**src/rtl/sm4_mode_pkg.sv**
```systemverilog
`default_nettype none
// ============================================================================
//  Module      : sm4_mode_pkg
//  Description : Shared types and constants for the SM4 block-mode controller
//                (mode encoding, FSM state encoding, block width).
//  Revision    : 1.0 - initial release
// ============================================================================
package sm4_mode_pkg;

    localparam int unsigned BLOCK_W = 128;

    typedef enum logic [1:0] {
        MODE_ECB     = 2'b00,
        MODE_CBC     = 2'b01,
        MODE_CTR     = 2'b10,
        MODE_ILLEGAL = 2'b11
    } mode_e;

    typedef enum logic [1:0] {
        ST_IDLE  = 2'd0,
        ST_ISSUE = 2'd1,
        ST_WAIT  = 2'd2
    } state_e;

endpackage
`default_nettype wire

```
**src/rtl/sm4_mode_fifo.sv**
```systemverilog
`default_nettype none
// ============================================================================
//  Module      : sm4_mode_fifo
//  Description : Synchronous-reset output FIFO for processed blocks. Push and
//                pop in the same cycle are both honoured; pushes to a full
//                FIFO and pops from an empty FIFO are ignored.
//  Revision    : 1.0 - initial release
// ============================================================================
module sm4_mode_fifo
    import sm4_mode_pkg::*;
#(
    parameter int unsigned Width = BLOCK_W,
    parameter int unsigned Depth = 4
) (
    input  logic                         clk_i,
    input  logic                         rst_ni,
    input  logic                         i_push,
    input  logic [Width-1:0]             i_data,
    input  logic                         i_pop,
    output logic [Width-1:0]             o_data,
    output logic                         o_empty,
    output logic [$clog2(Depth+1)-1:0]   o_count
);

    localparam int unsigned PTR_W = $clog2(Depth);
    localparam int unsigned CNT_W = $clog2(Depth+1);

    logic [Width-1:0] r_mem [Depth];
    logic [PTR_W-1:0] r_wr;
    logic [PTR_W-1:0] r_rd;
    logic [CNT_W-1:0] r_count;

    logic             w_push;
    logic             w_pop;
    logic [PTR_W-1:0] w_wr_next;
    logic [PTR_W-1:0] w_rd_next;

    assign w_push    = i_push & (r_count != CNT_W'(Depth));
    assign w_pop     = i_pop  & (r_count != '0);
    // Pointers wrap explicitly so non-power-of-two depths work.
    assign w_wr_next = (r_wr == PTR_W'(Depth-1)) ? '0 : r_wr + PTR_W'(1);
    assign w_rd_next = (r_rd == PTR_W'(Depth-1)) ? '0 : r_rd + PTR_W'(1);

    assign o_data  = r_mem[r_rd];
    assign o_empty = (r_count == '0);
    assign o_count = r_count;

    // Pointer, occupancy and storage update.
    always_ff @(posedge clk_i) begin
        if (!rst_ni) begin
            r_wr    <= '0;
            r_rd    <= '0;
            r_count <= '0;
            for (int i = 0; i < int'(Depth); i++) begin
                r_mem[i] <= '0;
            end
        end else begin
            if (w_push) begin
                r_mem[r_wr] <= i_data;
                r_wr        <= w_wr_next;
            end
            if (w_pop) begin
                r_rd <= w_rd_next;
            end
            case ({w_push, w_pop})
                2'b10:   r_count <= r_count + CNT_W'(1);
                2'b01:   r_count <= r_count - CNT_W'(1);
                default: r_count <= r_count;
            endcase
        end
    end

endmodule
`default_nettype wire

```
**src/rtl/sm4_mode_ctrl.sv**
```systemverilog
`default_nettype none
// ============================================================================
//  Module      : sm4_mode_ctrl
//  Description : ECB / CBC / CTR mode wrapper around an SM4 block core.
//                Accepts one block at a time, issues it to the core, applies
//                the mode post-processing and queues results in a FIFO.
//                A FIFO slot is reserved before issue, so a push can never
//                meet a full FIFO.
//  Revision    : 1.0 - initial release
// ============================================================================
module sm4_mode_ctrl
    import sm4_mode_pkg::*;
#(
    parameter int unsigned Depth         = 4,
    parameter int unsigned CtrWidth      = 32,
    parameter int unsigned TimeoutCycles = 64
) (
    input  logic           clk_i,
    input  logic           rst_ni,
    input  logic [1:0]     mode_i,
    input  logic           dec_i,
    input  logic [127:0]   iv_i,
    input  logic           iv_load_i,
    input  logic           key_ready_i,
    input  logic           in_valid_i,
    output logic           in_ready_o,
    input  logic [127:0]   in_data_i,
    output logic           out_valid_o,
    input  logic           out_ready_i,
    output logic [127:0]   out_data_o,
    output logic           core_req_o,
    output logic           core_dec_o,
    output logic [127:0]   core_data_o,
    input  logic           core_ack_i,
    input  logic [127:0]   core_result_i,
    output logic           busy_o,
    output logic           err_o
);

    localparam int unsigned CNT_W = $clog2(Depth+1);
    // Counter only needs to reach TimeoutCycles-2: one cycle is spent in
    // ISSUE and the expiry edge itself is the last WAIT cycle.
    localparam int unsigned TMO_W = (TimeoutCycles > 2) ? $clog2(TimeoutCycles) : 1;
    localparam logic [TMO_W-1:0] TMO_LAST = TMO_W'(TimeoutCycles-2);

    localparam logic [1:0] S_IDLE  = ST_IDLE;
    localparam logic [1:0] S_ISSUE = ST_ISSUE;
    localparam logic [1:0] S_WAIT  = ST_WAIT;

    logic [1:0]       r_state;
    logic [1:0]       r_mode;
    logic             r_dec;
    logic [127:0]     r_data;
    logic [127:0]     r_chain;
    logic [127:0]     r_core_data;
    logic             r_core_dec;
    logic [TMO_W-1:0] r_tmo;
    logic             r_err;

    logic             w_idle;
    logic             w_in_ready;
    logic             w_accept;
    logic             w_ack;
    logic             w_timeout;
    logic             w_fifo_empty;
    logic [CNT_W-1:0] w_fifo_count;
    logic [127:0]     w_core_in;
    logic             w_core_dec_in;
    logic [127:0]     w_push_data;
    logic [127:0]     w_chain_next;
    logic [127:0]     w_ctr_next;

    assign w_idle     = (r_state == S_IDLE);
    // Ready is held low while reset is asserted so nothing is accepted then.
    assign w_in_ready = rst_ni & w_idle & key_ready_i
                      & (w_fifo_count < CNT_W'(Depth))
                      & ~iv_load_i & (mode_i != MODE_ILLEGAL);
    assign w_accept   = in_valid_i & w_in_ready;
    assign w_ack      = (r_state == S_WAIT) & core_ack_i;
    assign w_timeout  = (r_state == S_WAIT) & ~core_ack_i & (r_tmo == TMO_LAST);

    // Core input chosen from the incoming block at accept time.
    always_comb begin
        w_core_in     = in_data_i;
        w_core_dec_in = dec_i;
        case (mode_i)
            MODE_CBC: w_core_in = dec_i ? in_data_i : (in_data_i ^ r_chain);
            MODE_CTR: begin
                w_core_in     = r_chain;
                w_core_dec_in = 1'b0;
            end
            default:  w_core_in = in_data_i;
        endcase
    end

    // Counter block advance: only the low CtrWidth bits increment.
    always_comb begin
        w_ctr_next                 = r_chain;
        w_ctr_next[CtrWidth-1:0]   = r_chain[CtrWidth-1:0] + {{(CtrWidth-1){1'b0}}, 1'b1};
    end

    // Result post-processing and next chain value on core ack.
    always_comb begin
        w_push_data  = core_result_i;
        w_chain_next = r_chain;
        case (r_mode)
            MODE_CBC: begin
                if (r_dec) begin
                    w_push_data  = core_result_i ^ r_chain;
                    w_chain_next = r_data;
                end else begin
                    w_chain_next = core_result_i;
                end
            end
            MODE_CTR: begin
                w_push_data  = core_result_i ^ r_data;
                w_chain_next = w_ctr_next;
            end
            default: w_push_data = core_result_i;
        endcase
    end

    // Block FSM: IDLE -> ISSUE -> WAIT -> IDLE, plus chain/IV handling.
    always_ff @(posedge clk_i) begin
        if (!rst_ni) begin
            r_state     <= S_IDLE;
            r_mode      <= '0;
            r_dec       <= 1'b0;
            r_data      <= '0;
            r_chain     <= '0;
            r_core_data <= '0;
            r_core_dec  <= 1'b0;
            r_tmo       <= '0;
        end else begin
            case (r_state)
                S_IDLE: begin
                    if (iv_load_i) begin
                        r_chain <= iv_i;
                    end else if (w_accept) begin
                        r_mode      <= mode_i;
                        r_dec       <= dec_i;
                        r_data      <= in_data_i;
                        r_core_data <= w_core_in;
                        r_core_dec  <= w_core_dec_in;
                        r_state     <= S_ISSUE;
                    end
                end
                S_ISSUE: begin
                    r_tmo   <= '0;
                    r_state <= S_WAIT;
                end
                S_WAIT: begin
                    if (core_ack_i) begin
                        r_chain <= w_chain_next;
                        r_state <= S_IDLE;
                    end else if (w_timeout) begin
                        r_state <= S_IDLE;
                    end else begin
                        r_tmo <= r_tmo + TMO_W'(1);
                    end
                end
                default: r_state <= S_IDLE;
            endcase
        end
    end

    // Sticky error: set by timeout or illegal-mode input, cleared by IV load.
    always_ff @(posedge clk_i) begin
        if (!rst_ni) begin
            r_err <= 1'b0;
        end else if (w_idle & iv_load_i) begin
            r_err <= 1'b0;
        end else if (w_timeout | (in_valid_i & (mode_i == MODE_ILLEGAL))) begin
            r_err <= 1'b1;
        end
    end

    sm4_mode_fifo #(
        .Width (BLOCK_W),
        .Depth (Depth)
    ) u_fifo (
        .clk_i   (clk_i),
        .rst_ni  (rst_ni),
        .i_push  (w_ack),
        .i_data  (w_push_data),
        .i_pop   (out_ready_i),
        .o_data  (out_data_o),
        .o_empty (w_fifo_empty),
        .o_count (w_fifo_count)
    );

    assign in_ready_o  = w_in_ready;
    assign out_valid_o = ~w_fifo_empty;
    assign core_req_o  = (r_state == S_ISSUE);
    assign core_dec_o  = r_core_dec;
    assign core_data_o = r_core_data;
    assign busy_o      = ~w_idle;
    assign err_o       = r_err;

endmodule
`default_nettype wire

```
**config.mk**
```make
export PLATFORM = sky130hd
export DESIGN_NAME = sm4_mode_ctrl
export DESIGN_NICKNAME = d
export VERILOG_FILES = /design/src/rtl/sm4_mode_pkg.sv /design/src/rtl/sm4_mode_fifo.sv /design/src/rtl/sm4_mode_ctrl.sv
export SDC_FILE = /design/constraint.sdc
export NUM_CORES = 2
export LEC_CHECK = 0
export BUFFER_PORTS_ARGS = -buffer_cell sky130_fd_sc_hd__buf_4
export CORE_AREA = 2 2 306 308
export CTS_BUF_LIST = sky130_fd_sc_hd__clkbuf_8 sky130_fd_sc_hd__clkbuf_16
export DETAILED_ROUTE_END_ITERATION = 8
export DIE_AREA = 0 0 308 310
export PLACE_DENSITY = 0.89
export SKIP_CTS_REPAIR_TIMING = 1
export SYNTH_ARGS = -nofsm -noshare
export SYNTH_HDL_FRONTEND = slang
export SYNTH_SLANG_ARGS = --single-unit
```
**constraint.sdc**
```tcl
create_clock -name clk_i -period 11.5 [get_ports clk_i]
set_input_delay 0.575 -clock clk_i [delete_from_list [all_inputs] [get_ports clk_i]]
set_output_delay 0.575 -clock clk_i [all_outputs]
set_load 0.01 [all_outputs]
```
-- Word level (Yosys, flattened, before mapping)
Memory sizes are Yosys's and may differ from the RTL's. A register that Yosys moved wholly into a read port is not among the register bits.
Cells that the tools add are included.
- bitwise operators: 22
- $mul: 0
- equal/unequal tests: 24
- div/mod/pow operators: 0
- shifts and indexed selects: 0
- reductions and logical operators: 13
- order comparisons: 1
- $add $sub $neg: 6
- multiplexer cells: 30
- operators by type and width (cell ; number):
    $pmux W128 S2 ; 4
    $mux W128 ; 6
    $xor A128 B128 Y128 ; 3
    $reduce_or A128 Y1 ; 1
    $add A32 B1 Y32 const B ; 1
    $mux W2 ; 9
    $eq A2 B2 Y1 const B ; 7
    $ne A2 B2 Y1 const B ; 7
    $and A1 B1 Y1 ; 13
    $mux W6 ; 2
    $pmux W6 S2 ; 1
    $reduce_and A3 Y1 ; 3
    $eq A2 B1 Y1 const B ; 4
    $add A6 B1 Y6 const B ; 1
    $eq A6 B6 Y1 const B ; 1
    $mux W1 ; 6
    $ne A3 B3 Y1 const B ; 2
    $pmux W2 S3 ; 1
    $pmux W3 S2 ; 1
    $reduce_bool A2 Y1 ; 3
    $not A1 Y1 ; 5
    $reduce_and A5 Y1 ; 1
    $add A2 B1 Y2 const B ; 2
    $ne A2 B1 Y1 const B ; 2
    10 further kinds ; 10
- input port bits: 394
- logic and storage cells: 110
- RAM bits: 512
- bits in registers: 404
- latch bits: 0
- output and inout bits: 262
- ROM bits: 0
- memories: 1
- memories (memory ; words ; bits a word ; read ports ; clocked after Yosys merged registers in ; wr ports ; line ; RTL):
    u_fifo.r_mem ; 4 ; 128 ; 1 ; 1 ; 4 ; sm4_mode_fifo.sv:28 ; logic [Width-1:0] r_mem [Depth];

-- Longest topological paths before layout
- depth in word-level cells: 10
- mapped depth: 11
- depth with buffers taken out: 9

-- Cells and area by module
A second synthesis with hierarchy kept.
- cells, all modules: 5101
- area, all modules: 49247.2 µm²
- modules (own cells, without submodules) (module ; sequential area each (µm²) ; cells an instance ; times used ; area an instance (µm²)):
    sm4_mode_ctrl ; 7947.6 ; 3807 ; 1 ; 26558.0
    sm4_mode_fifo ; 15554.9 ; 1294 ; 1 ; 22689.3

-- Least setup slack after synthesis
OpenSTA, ideal clock, no wires.
- path kind: register -> register
- start: register r_state[0]
- end: memory u_fifo.r_mem[3][0] (netlist bit), enable pin
- data required time: 10708 ps
- path buffers: 2
- arrival: 10135 ps
- period minus slack after synthesis: 10927 ps
- stages on the path, launching flop included: 7
- library setup time: 792 ps
- path slack: 573 ps
- cells stage by stage: dfxtp_1 inv_1 ha_1 buf_2 clkbuf_1 nand2_1 o21ai_0
- RTL lines (item ; line ; RTL):
    start, declared ; sm4_mode_ctrl.sv:50 ; logic [1:0] r_state;
    start signal, assigned ; sm4_mode_ctrl.sv:126 ; r_state <= S_IDLE;
    start signal, assigned ; sm4_mode_ctrl.sv:145 ; r_state <= S_ISSUE;
    start signal, assigned ; sm4_mode_ctrl.sv:150 ; r_state <= S_WAIT;
    end, declared ; sm4_mode_fifo.sv:28 ;

==> results.json <==
{
  "status": "complete, no violations",
  "cts_buffers": 96,
  "cts_tree": "yes",
  "syn-instance-count": 5000,
  "finalNonFillerCells": 6654,
  "hold_viol_final": 0,
  "fin_setup_tns_ps": 0,
  "worst_slack_ps": 6132,
  "antenna_left": 0,
  "hpwl_um": 109400,
  "n_fill_cell": 7235,
  "synth_warnings": 0,
  "nets": 5741,
  "wl_per_cell_um": 26.13,
  "max_freq_mhz": 186.3,
  "dr.pass1.iters": 9,
  "syn_nets": 5410,
  "required_ps": 11790,
  "yosysUniqueCellTypes": 72,
  "portBuffers": 655,
  "power_density_nw_per_um2": 153.2,
  "vias_per_cell": 6.577,
  "grt_usage_pct": 34.77,
  "gp_congestion": 0.9123,
  "yosysSeqAreaShare_pct": 48.44,
  "relSlewSlack_pct": 15.40,
  "clk_pin_slew_ps": 70,
  "grt_pass1_wl_um": 252400,
  "pre_cts_ws_ps": 6093,
  "fin_crit_ps": 5368,
  "core_area_sq_um": 92490,
  "drtIter0Drc": 6902,
  "fin_area_sq_um": 57060,
  "netlist_top_cells_count": "nand2_1, edfxtp_1, o21ai_0",
  "grt_max_degree": 119,
  "drc": 0,
  "areaGrowthSynthToFinish_pct": 17.60,
  "finalMaxSlewViolations": 0,
  "vias": 43770,
  "die_area_sq_um": 95480,
  "netlist.top_cell.by_area": "edfxtp_1",
  "cellLeakagePower_nw": 20.10,
  "path_max_fanout": 57,
  "final_util_pct": 61.70,
  "fin_skew_ps": 45.94,
  "worst_pin_slew_ps": 1269,
  "multi_input_area_sq_um": 22550,
  "critical_path_class": "reg2reg",
  "clock_latency_ps": 690,
  "yosysMostFrequentCell": "nand2_1",
  "antenna_found_initial": 48,
  "grt_pass1_vias": 40910,
  "io_pins": 656,
  "hold_slack_ps": 104.0,
  "syn_avg_cell_area_sq_um": 9.704,
  "cts_sinks": 918,
  "cts-htree-levels": 3,
  "die_w_um": 308,
  "start_kind": "flop",
  "syn-cell-area_sq_um": 48520,
  "irDropWorstVdd_uv": 118.3,
  "rows": 112,
  "maxCapViolCount": 0,
  "setup_violations": 0,
  "wl_um": 173900,
  "ys_dominant_reg_cell": "edfxtp_1",
  "ys_seq_elements": 918,
  "root_buffer": "clkbuf_16",
  "hp-class": "in2reg",
  "cts_max_path_buffers": 3,
  "total_power_mw": 8.742,
  "cp.arrival_ps": 5660,
  "placedInstanceArea_sq_um": 53490,
  "drive_above_1_share_pct": 20.61,
  "placed_cells": 6430,
  "synth_edf_count": 512,
  "start_util_pct": 52.46,
  "critPathCaptureType": "flop",
  "period_share_pct": 46.68,
  "synth_top_area_share_pct": 31.69,
  "grt_overflow": 0,
  "grt_setup_unrepaired": "false",
  "async_flop_share_pct": 0,
  "yosys-top-cells-area": "edfxtp_1, dfxtp_1, mux4_2, and2_1, o21ai_0",
  "die_h_um": 310,
  "seq_area_sq_um": 23510
}
[final cells by class]
class / count / share of cell area (%)
sequential: 918 / 41.21
multi-input combinational: 3456 / 39.52
inverter: 148 / 0.9955
antenna: 42 / 0.1842
timing repair buffer: 711 / 9.382
clock buffer: 106 / 4.510
clock inverter: 76 / 1.577
tap: 1197 / 2.625
[final timing paths]
check                                 from             endpoint  slack, ps  cells past startpoint
worst max-delay path            r_state[0]  u_fifo.r_mem[0][86]       6130                      9
worst min register to register  core_dec_o           core_dec_o        480                      2
worst max register to register  r_state[0]  u_fifo.r_mem[0][86]       6130                      9
worst min-delay path             iv_load_i                err_o        100                      2
[state kept, by name (all words and copies together), names as in the netlist, 2 cells and up, named ones only]
| register | cells |
|---|---|
| u_fifo.r_rd | 2 |
| r_mode | 2 |
| u_fifo.r_wr | 2 |
| r_tmo | 6 |
| u_fifo.r_mem | 512 |
| r_state | 2 |
| r_data | 128 |
| core_data_o | 128 |
| r_chain | 128 |
| u_fifo.o_count | 3 |
[cells by family (layout without fill, tap and decap cells)]
| family | count (synthesis) | after routing | synth area share (%) |
|---|---|---|---|
| simple gates | 1662 | 1662 | 16.71 |
| compound gates | 1517 | 1517 | 20.37 |
| flops | 918 | 918 | 48.44 |
| buf+inv | 626 | 1041 | 5.379 |
| mux | 251 | 251 | 8.486 |
| fa+ha+maj | 16 | 16 | 0.4281 |
| xor+xnor | 10 | 10 | 0.1805 |
| other cells | 0 | 42 | 0 |
[worst max-delay path: stages, from the launching register on]
cell and delay [ps]:
dfxtp_1 340, inv_1 130, ha_1 160, buf_4 440, nand3_4 800, buf_4 670, nor3_4 230, nand2b_4 580
buf_4 650, buf_4 730
[power breakdown]
part / switching (mW) / internal [mW]
registers: 0.267 / 3.68
logic: 0.833 / 0.523
clock network: 1.39 / 2.04
total: 2.49 / 6.25
[routing by layer]
layer	routed length, um	global-route usage (%)
met1	63560	44.61
met2	76250	52.16
met3	21610	9.025
met4	12320	22.80
met5	141	0.6067
[cells in the final DEF, fill, tap and decap left out, types with 17 or more instances in the layout]
master / instances
a211oi_1: 117
a21boi_0: 129
a21oi_1: 319
a21oi_2: 82
a221o_1: 128
a22oi_1: 112
a31oi_1: 138
and2_1: 370
buf_4: 709
bufinv_16: 19
clkbuf_16: 99
dfxtp_1: 403
diode_2: 42
edfxtp_1: 512
inv_1: 157
mux2i_1: 120
mux4_2: 128
nand2_1: 535
nand3_1: 21
nor2_1: 388
nor2b_1: 133
nor3_1: 27
nor4_1: 17
o21ai_0: 413
or3_1: 118
No activity file was read; power rests on OpenSTA's default activity.
